===== config.mk =====
export PLATFORM = sky130hd
export DESIGN_NAME = jk_updown_counter
export DESIGN_NICKNAME = d
export VERILOG_FILES = /design/src/rtl/jk_updown_counter.sv
export SDC_FILE = /design/constraint.sdc
export NUM_CORES = 1
export LEC_CHECK = 0
export CORE_MARGIN = 5
export CORE_UTILIZATION = 49
export CTS_CLUSTER_SIZE = 16
export DETAILED_ROUTE_END_ITERATION = 6
export PLACE_DENSITY = 0.79
export REMOVE_ABC_BUFFERS = 1
export SYNTH_ARGS = -nofsm -noshare
export SYNTH_HDL_FRONTEND = slang
export SYNTH_SLANG_ARGS = --single-unit
export TNS_END_PERCENT = 30

===== constraint.sdc =====
create_clock -name CLK -period 5.2 [get_ports CLK]
set_input_delay 0.78 -clock CLK [delete_from_list [all_inputs] [get_ports CLK]]
set_output_delay 0.78 -clock CLK [all_outputs]
set_load 0.005 [all_outputs]

===== src/rtl/jk_updown_counter.sv =====
// Modulo-N up/down counter built from per-bit JK flip-flop semantics.
// Ports: CLK, ClrN (async low), En, Up, Load, D -> Q, QN, TC, Wrap, LoadErr.
module jk_updown_counter #(
  parameter int WIDTH   = 4,
  parameter int MODULUS = 10
) (
  input  logic             CLK,
  input  logic             ClrN,
  input  logic             En,
  input  logic             Up,
  input  logic             Load,
  input  logic [WIDTH-1:0] D,
  output logic [WIDTH-1:0] Q,
  output logic [WIDTH-1:0] QN,
  output logic             TC,
  output logic             Wrap,
  output logic             LoadErr
);

  localparam logic [WIDTH-1:0] MAXV = WIDTH'(MODULUS - 1);
  localparam logic [WIDTH:0]   MODV = (WIDTH + 1)'(MODULUS);

  logic [WIDTH-1:0] q_q, q_d;
  logic [WIDTH-1:0] j, k, tog, tgt;
  logic             wrap_q, wrap_d;
  logic             err_q, err_d;
  logic             at_end, ld_bad, step;

  assign at_end = Up ? (q_q == MAXV) : (q_q == '0);
  assign TC     = En & ~Load & at_end;
  assign ld_bad = {1'b0, D} >= MODV;
  assign step   = En & ~Load & ~at_end;

  // Bit i toggles when every lower bit is 1 (up) or 0 (down).
  always_comb begin
    tog    = '0;
    tog[0] = 1'b1;
    for (int i = 1; i < WIDTH; i++)
      tog[i] = tog[i-1] & (Up ? q_q[i-1] : ~q_q[i-1]);
  end

  // Value forced by a load or by the modulus override at the end.
  always_comb begin
    tgt = '0;
    if (Load)    tgt = ld_bad ? MAXV : D;
    else if (Up) tgt = '0;
    else         tgt = MAXV;
  end

  // Per-bit J/K drive; items are mutually exclusive by construction.
  always_comb begin
    j = '0;
    k = '0;
    unique case (1'b1)
      Load: begin
        j = tgt & ~q_q;
        k = ~tgt & q_q;
      end
      TC: begin
        j = q_q ^ tgt;
        k = q_q ^ tgt;
      end
      step: begin
        j = tog;
        k = tog;
      end
      default: ;
    endcase
  end

  assign q_d    = (j & ~q_q) | (~k & q_q);
  assign wrap_d = TC;
  assign err_d  = Load & ld_bad;

  always_ff @(posedge CLK or negedge ClrN) begin
    if (!ClrN) begin
      q_q    <= '0;
      wrap_q <= 1'b0;
      err_q  <= 1'b0;
    end else begin
      q_q    <= q_d;
      wrap_q <= wrap_d;
      err_q  <= err_d;
    end
  end

  assign Q       = q_q;
  assign QN      = ~q_q;
  assign Wrap    = wrap_q;
  assign LoadErr = err_q;

endmodule


==> Word level (Yosys, flattened, before mapping) <==
Cells that the tools add are included.
{ "op_classes": {"n_addsub": 0, "n_mul": 0, "div_mod_pow": 0, "magnitude_cmp": 1, "eq_ne": 1, "shifts": 0, "muxes": 9, "n_bitwise": 20, "n_reduce_logical": 1} }
{ "op_table": {"columns": ["operator", "count"], "rows": [
  ["$pmux 4 s3", 2],
  ["$and 4x4->4", 4],
  ["$mux 4", 3],
  ["$not 4->4", 3],
  ["$and 1x1->1", 6],
  ["$not 1->1", 5],
  ["$eq 4x4->1 const B", 1],
  ["$ge 4x4->1 const B", 1],
  ["$logic_not 4->1", 1],
  ["$mux 1", 4],
  ["$or 4x4->4", 1],
  ["$xor 4x4->4", 1]
]} }
{ "word_totals": {"ff_bits": 6, "latchBits": 0, "ram_bits": 0, "romBits": 0, "in_bits": 9, "out_inout_bits": 11, "wordCells": 35, "mem_count": 0} }

==> Logic depth before layout (Yosys ltp) <==
Gate-level depths: netlist of run 1.
{ "depth": {"word_depth": 9, "depth_mapped": 8, "depth_no_buf": 8} }

==> Least setup slack after synthesis of run 1 <==
No wires, ideal clock.
{ "synth_timing": {"kind": "input to register", "start": "input port Load", "end": "register q_q[3] (netlist: Q[3])", "arrival_time_ps": 2104, "required_ps": 5079, "path_slack_ps": 2975, "path_stages": 7, "path_buffers": 1, "path_cell_list": "clkbuf_8 -> o21ai_0 -> ha_1 -> nor4b_1 -> o211ai_1 -> a21oi_1 -> and4b_1"} }
{ "synth_via": {"elab_chain_cells": 7, "word_cells_on_any_way": 15, "cone_classes": "mux: 3; bitwise: 12"} }
{ "synth_lines": {"columns": ["item", "line_no", "rtl"], "rows": [
  ["from (decl)", "11", "input logic Load,"],
  ["$mux 4 / $not 1->1 (equally long branches)", "45, 30, 32", null],
  ["$not 4->4 / $and 1x1->1 (equally long branches)", "57, 30, 32", null],
  ["$and 4x4->4, or another cell as far along", "57", "k = ~tgt & q_q;"],
  ["$pmux 4 s3", "54", "unique case (1'b1)"],
  ["$not 4->4", "71", "assign q_d = (j & ~q_q) | (~k & q_q);"],
  ["$and 4x4->4", "71", null],
  ["$or 4x4->4 *", "71", null],
  ["net q_d[3]", "23", "logic [WIDTH-1:0] q_q, q_d;"],
  ["to (signal assigned)", "81", "q_q <= q_d;"],
  ["to (decl)", "23", null]
]} }
The timed path passes the listed nets; every way through them passes the cells marked *.

==> Final worst setup path of run 1 <==
{ "layout_timing": {"start": "input port Load", "end": "output port TC"} }
{ "layout_via": {"elab_chain_cells": 3} }
{ "layout_lines": {"columns": ["item", "line_no", "rtl"], "rows": [
  ["$not 1->1", "30", "assign TC = En & ~Load & at_end;"],
  ["$and 1x1->1 (2 in a row)", "30", null],
  ["to (decl)", "15", "output logic TC,"]
]} }
Every way passes these cells.

==> results of run 1 <==
-- how the worst min path moves through the flow --
| stage | endpoint | slack (ns) | depth (start not counted) |
|---|---|---|---|
| 6_report | Q[2]$_DFF_PN0_ | 0.70 | 1 |
| 5_1_grt | Q[2]$_DFF_PN0_ | 0.76 | 1 |
| 4_1_cts | Q[2]$_DFF_PN0_ | 0.72 | 1 |
| 3_5_place_dp | Q[2]$_DFF_PN0_ | 0.72 | 1 |
| 3_3_place_gp | Q[2]$_DFF_PN0_ | 0.70 | 1 |
| 2_1_floorplan | LoadErr$_DFF_PN0_ | 0.48 | 0 |
-- cells in the mapped netlist --
library cell	instances	share of area (%)
a2111oi_0	2	2.6
a21oi_1	6	4.4
a31oi_1	1	0.92
a41oi_1	1	1.3
and2_1	2	1.8
and2b_1	1	1.1
and3_1	1	0.92
and4b_1	1	1.5
buf_2	1	0.73
buf_4	2	2.2
buf_6	2	3.3
clkbuf_8	1	2.0
dfrtp_1	6	22
ha_1	8	15
inv_1	8	4.4
mux2i_1	2	2.9
nand2_1	9	5.0
nand2b_1	1	0.92
nand3_1	2	1.5
nor2_1	3	1.7
nor2b_1	3	2.8
nor3_1	2	1.5
nor4b_1	2	2.6
nor4bb_1	1	1.5
o2111a_1	1	1.7
o211ai_1	1	1.1
o211ai_2	1	1.8
o21ai_0	4	2.9
o221ai_1	1	1.3
o32ai_1	1	1.3
or2_0	1	0.92
or2_2	1	0.92
or2b_1	1	1.1
or3_4	1	1.7
xnor2_1	1	1.3
-- worst max-delay path: stages --
cell	delay, ns
clkdlybuf4s50_1	0.67
and2b_1	0.39
nand2_1	0.07
nor2_1	0.13
clkdlybuf4s50_1	0.52
-- per-stage QoR --
stage | hold slack, ns | worst slack, ns | util [%] | std cells
2_1_floorplan | 0.4844 | 3.119 | - | 76
3_3_place_gp | 0.6981 | 1.898 | 64.13 | 110
3_5_place_dp | 0.7177 | 1.854 | 64.13 | 110
4_1_cts | 0.7234 | 1.855 | 65.87 | 113
5_1_grt | 0.7647 | 1.715 | 65.87 | 113
6_report | 0.7008 | 1.861 | 65.87 | 113
-- registers in the layout, summed over array words and instances, names as in the netlist --
signal	flops
Q	4
Wrap	1
LoadErr	1
-- cell families after synthesis --
kind of cell / synth area share (%)
buffers and inverters: 12.66
xor gates and xnor gates: 1.285
AOI/OAI and AO/OA: 19.27
DFF: 22.02
adders and majority gates: 14.68
muxes: 2.936
and+or+nand+nor: 27.16
-- metal layers --
metal,vias to the layer above,GRT usage [%],share of wire [%]
li1,323,-,-
met1,313,22.22,44
met2,18,25.67,48
met3,4,4.981,6.2
met4,0,8.287,1.7
met5,-,0,0
-- cell type report --
class | instances | area share, %
multi-input cells | 62 | 51.97
repair buffers | 19 | 22.19
flip-flops and latches | 6 | 17.52
inverters | 8 | 3.504
clock buffers | 3 | 2.628
well taps | 15 | 2.190
-- power by group --
group | leakage, nW | switching (mW) | total [mW] | internal [mW]
registers | 0.0762 | 0.0514 | 0.113 | 0.0618
logic | 0.294 | 0.0747 | 0.189 | 0.114
clock network | 0.0138 | 0.0205 | 0.0469 | 0.0264
total | 0.384 | 0.147 | 0.349 | 0.202
==> metrics.yaml, run 1 <==
worst_setup_path:
  crit_type: "in -> out"
  reg2reg_depth: 6
  endpoint_kind: "output port"
  start_kind: "input pin"
  r2r_setup_slack_ns: 3.28
  r2r_end: "Q[3]$_DFF_PN0_"
  required_ns: 4.42
  r2r_start: "Q[3]$_DFF_PN0_"
  cp_max_fo: 15
  startpoint: "Load"
  crit_arrival_ns: 2.56
  endpoint: "TC"
place:
  port_buffers: 19
  routabilityCongestion: 0.8073
  dpl.hpwl_mm: 1.201
  dpl_cell_area_um2: 834.6
finish:
  final_common_cell: "clkdlybuf4s50_1"
  stdcell_area_um2: 857.1
  multiInputGateArea_um2: 445.4
  fillers: 123
  regArea_um2: 150.1
  diodes: 0
  area_growth_pct: 25.69
  most-common-layout-cells: "clkdlybuf4s50_1 (19), nand2_1 (9), inv_1 (8), ha_1 (8)"
  nets: 117
  drive_above_1_share_pct: 6.122
clock_network:
  clkLatencyLatePin_ns: 0.26
  hold_buffers: 0
  post_cts_buffers: 0
  cts-resized-gates: 0
  path_clk_slew_ns: 0.04
  clockRootBuffer: "clkbuf_4"
  cts_max_path_buffers: 2
  htree_levels: 1
  cts_tree: "yes"
  cts_sinks: 6
  cts_buffers: 3
synth:
  syn_inst: 82
  syn_area_per_cell_um2: 8.316
  syn-cell-area_um2: 681.9
  seq_area_frac_synth_pct: 22.02
  ys_seq_elements: 6
  netlist-cell-type-count: 35
  yosys_warnings: 0
run_status:
  status: "completed"
die:
  start_util_pct: 52.40
  die_area_um2: 2238
  core_region_area_um2: 1301
  ioPinCount: 20
  die_h_um: 47.31
  core.rowCount: 13
  die_x_um: 47.31
global_route:
  track_usage_pct: 17.12
  grt_max_degree: 16
  grt_antenna_before_repair: 0
  grt_pass1_wl_mm: 2.656
  grt_overflow: 0
  grt_pass1_vias: 590
drt:
  num_vias: 658
  drtPass1Iterations: 4
  dr.first_iter.drc_count: 8
  viasPerCell: 5.823
  drt.antenna.violating_nets: 0
  wl_per_cell_um: 13.67
  finalWirelength_mm: 1.545
  drc_errors: 0
timing:
  worst_pin_slew_ns: 0.5014
  period_needed_ns: 3.339
  slew_headroom_pct: 66.47
  setup_viol: 0
  max_freq_mhz: 299.5
  skew_ns: 0.009380
  rsz0062_at_grt: "false"
  fin_tns_setup_ns: 0
  hold_violations: 0
  maxSlewViolCount: 0
  timing.final.crit_share_pct: 64.22
pwr:
  p_total_uw: 348.9
  p_per_area_nw_per_um2: 407.1
  ir_drop_uv: 248.3
  p_leak_nw: 0.3844
worst_hold_path:
  min_from: "Q[2]$_DFF_PN0_"
  hold_path_class: "reg -> reg"
flow_run:
  maxCapViolations: 0
(Power assumes the default switching activity.)
==> run 2: changes to the inputs <==
Settings changed: CORE_UTILIZATION 49 to 46, PLACE_DENSITY 0.79 to 0.75.
Clock period 5.2 ns to 3.2 ns, I/O delays scaled along.
==> run 2 against run 1 <==
Compared with the run above:
- register-to-register slack lost 2.1 ns
- power is 65% higher
- routed wire length grew 5.3%
- via count shrank 3.6%
- clock skew decreased by 0.0061 ns
- worst hold slack lost 0.23 ns
- largest cell class unchanged
- largest power group unchanged
==> metrics.yaml, run 2 (synthesis results as in run 1) <==
pwr:
  ir_drop_uv: 290.6
  p_total_uw: 575.7
  power.internal_uw: 329.4
  p_comb_share_pct: 55.2
  p_leak_nw: 0.3892
  p_per_area_nw_per_um2: 665.9
  p_sw_share_pct: 42.78
  clkPwrFrac_pct: 11.6
  switchingPower_uw: 246.3
  p_seq_share_pct: 33.2
drt:
  finalWirelength_mm: 1.627
  wl_per_cell_um: 14.27
  drtPass1Iterations: 4
  drc_errors: 0
  drt.antenna.violating_nets: 0
  viasPerCell: 5.561
  dr.first_iter.drc_count: 16
  num_vias: 634
finish:
  most-common-layout-cells: "clkdlybuf4s50_1 (19), nand2_1 (9), inv_1 (8), ha_1 (8)"
  area_growth_pct: 26.79
  final_common_cell: "clkdlybuf4s50_1"
  drive_above_1_share_pct: 7.071
  largest_reg_flops: 4
  diodes: 0
  nets: 118
  finalNonFillerCells: 114
  fillers: 125
global_route:
  grt_pass1_wl_mm: 2.829
  grt_overflow: 0
  grt_max_degree: 16
  grt_antenna_before_repair: 0
  grt_pass1_vias: 646
  track_usage_pct: 14.45
die:
  die_h_um: 48.50
  die_x_um: 48.50
  core_region_area_um2: 1350
  die_area_um2: 2352
  core.rowCount: 13
  start_util_pct: 50.51
  ioPinCount: 20
clock_network:
  path_clk_slew_ns: 0.04
  hold_buffers: 0
  cts_buffers: 3
  clkLatencyLatePin_ns: 0.24
  cts_tree: "yes"
  clockRootBuffer: "clkbuf_4"
  post_cts_buffers: 0
  cts_max_path_buffers: 2
  cts_sinks: 6
  htree_levels: 1
  cts-resized-gates: 0
worst_setup_path:
  startpoint: "Load"
  crit_type: "in -> out"
  crit_chain: "clkdlybuf4s50_1, and2b_1, nand2_1, nor2_1, clkdlybuf4s50_1"
  crit_arrival_ns: 2.29
  reg2reg_depth: 6
  cp.depth: 5
  critPathSlowestCell: "clkdlybuf4s50_1"
  critPathMaxStageDelay_ns: 0.67
  endpoint: "TC"
  cp_top_family: "buffers and inverters"
  start_kind: "input pin"
  r2r_end: "Q[3]$_DFF_PN0_"
  required_ns: 2.72
  endpoint_kind: "output port"
  path_common_cell: "clkdlybuf4s50_1"
  path_buf_inv: 2
  r2r_start: "Q[3]$_DFF_PN0_"
  cp_max_fo: 15
  r2r_setup_slack_ns: 1.22
timing:
  holdWs_ns: 0.4746
  fin_tns_setup_ns: 0
  hold_violations: 0
  timing.final.crit_share_pct: 86.42
  maxSlewViolCount: 0
  rsz0062_at_grt: "false"
  period_needed_ns: 2.765
  skew_ns: 0.003264
  max_freq_mhz: 361.6
  worst_pin_slew_ns: 0.5073
  setup_viol: 0
  slew_headroom_pct: 66.07
  fin_ws_ns: 0.4345
flow_run:
  maxCapViolations: 0
place:
  routabilityCongestion: 0.8501
  dp.cells: 111
  place_ws_ns: 0.4563
  dpl.hpwl_mm: 1.282
  port_buffers: 19
run_status:
  status: "completed"
worst_hold_path:
  hold_path_class: "in -> async"
-- run 2: layer usage --
layer | global-route usage [%] | wire length [um] | up-vias
met2 | 23.26 | 742 | 17
met5 | 0 | 0 | -
met3 | 3.976 | 101 | 0
met4 | 4.036 | 0 | 0
met1 | 18.70 | 784 | 295
li1 | - | - | 322
-- run 2: area by class of cell --
class / count / area [um2] / area share, %
multi-input combinational: 62 / 445.4 / 51.52
inverter: 8 / 30.03 / 3.473
tap: 15 / 18.77 / 2.171
timing repair buffer: 20 / 197.7 / 22.87
clock buffer: 3 / 22.52 / 2.605
sequential: 6 / 150.1 / 17.37
-- run 2: metrics by stage --
| step | instance area [um2] | util [%] |
|---|---|---|
| after floorplan | 625.6 | - |
| after global placement | 842.1 | 62.37 |
| after global routing | 864.6 | 64.04 |
| after detailed placement | 842.1 | 62.37 |
| final | 864.6 | 64.04 |
| after CTS | 864.6 | 64.04 |
-- run 2: worst reg2reg max path, cell delays in order, from the launching register on --
cell      delay [ns]
dfrtp_1         0.57
inv_1           0.15
ha_1            0.35
nor4b_1         0.25
o211ai_1        0.18
a21oi_1         0.15
and4b_1         0.20
-- run 2: worst min-delay path by stage --
stage	start	to	depth (start not counted)
after global routing	ClrN	Wrap$_DFF_PN0_	1
after detailed placement	ClrN	Q[0]$_DFF_PN0_	1
final	ClrN	Q[0]$_DFF_PN0_	1
after floorplan	ClrN	LoadErr$_DFF_PN0_	0
after global placement	Q[2]$_DFF_PN0_	Q[2]$_DFF_PN0_	1
after CTS	ClrN	Q[0]$_DFF_PN0_	1
-- run 2: power by group through the flow --
stage	sequential [mW]	combinational [mW]	clock, mW
final	0.191	0.318	0.0668
after global routing	0.198	0.356	0.0767
after CTS	0.188	0.318	0.0714
after detailed placement	0.190	0.317	0
after global placement	0.186	0.310	0
after floorplan	0.165	0.168	0
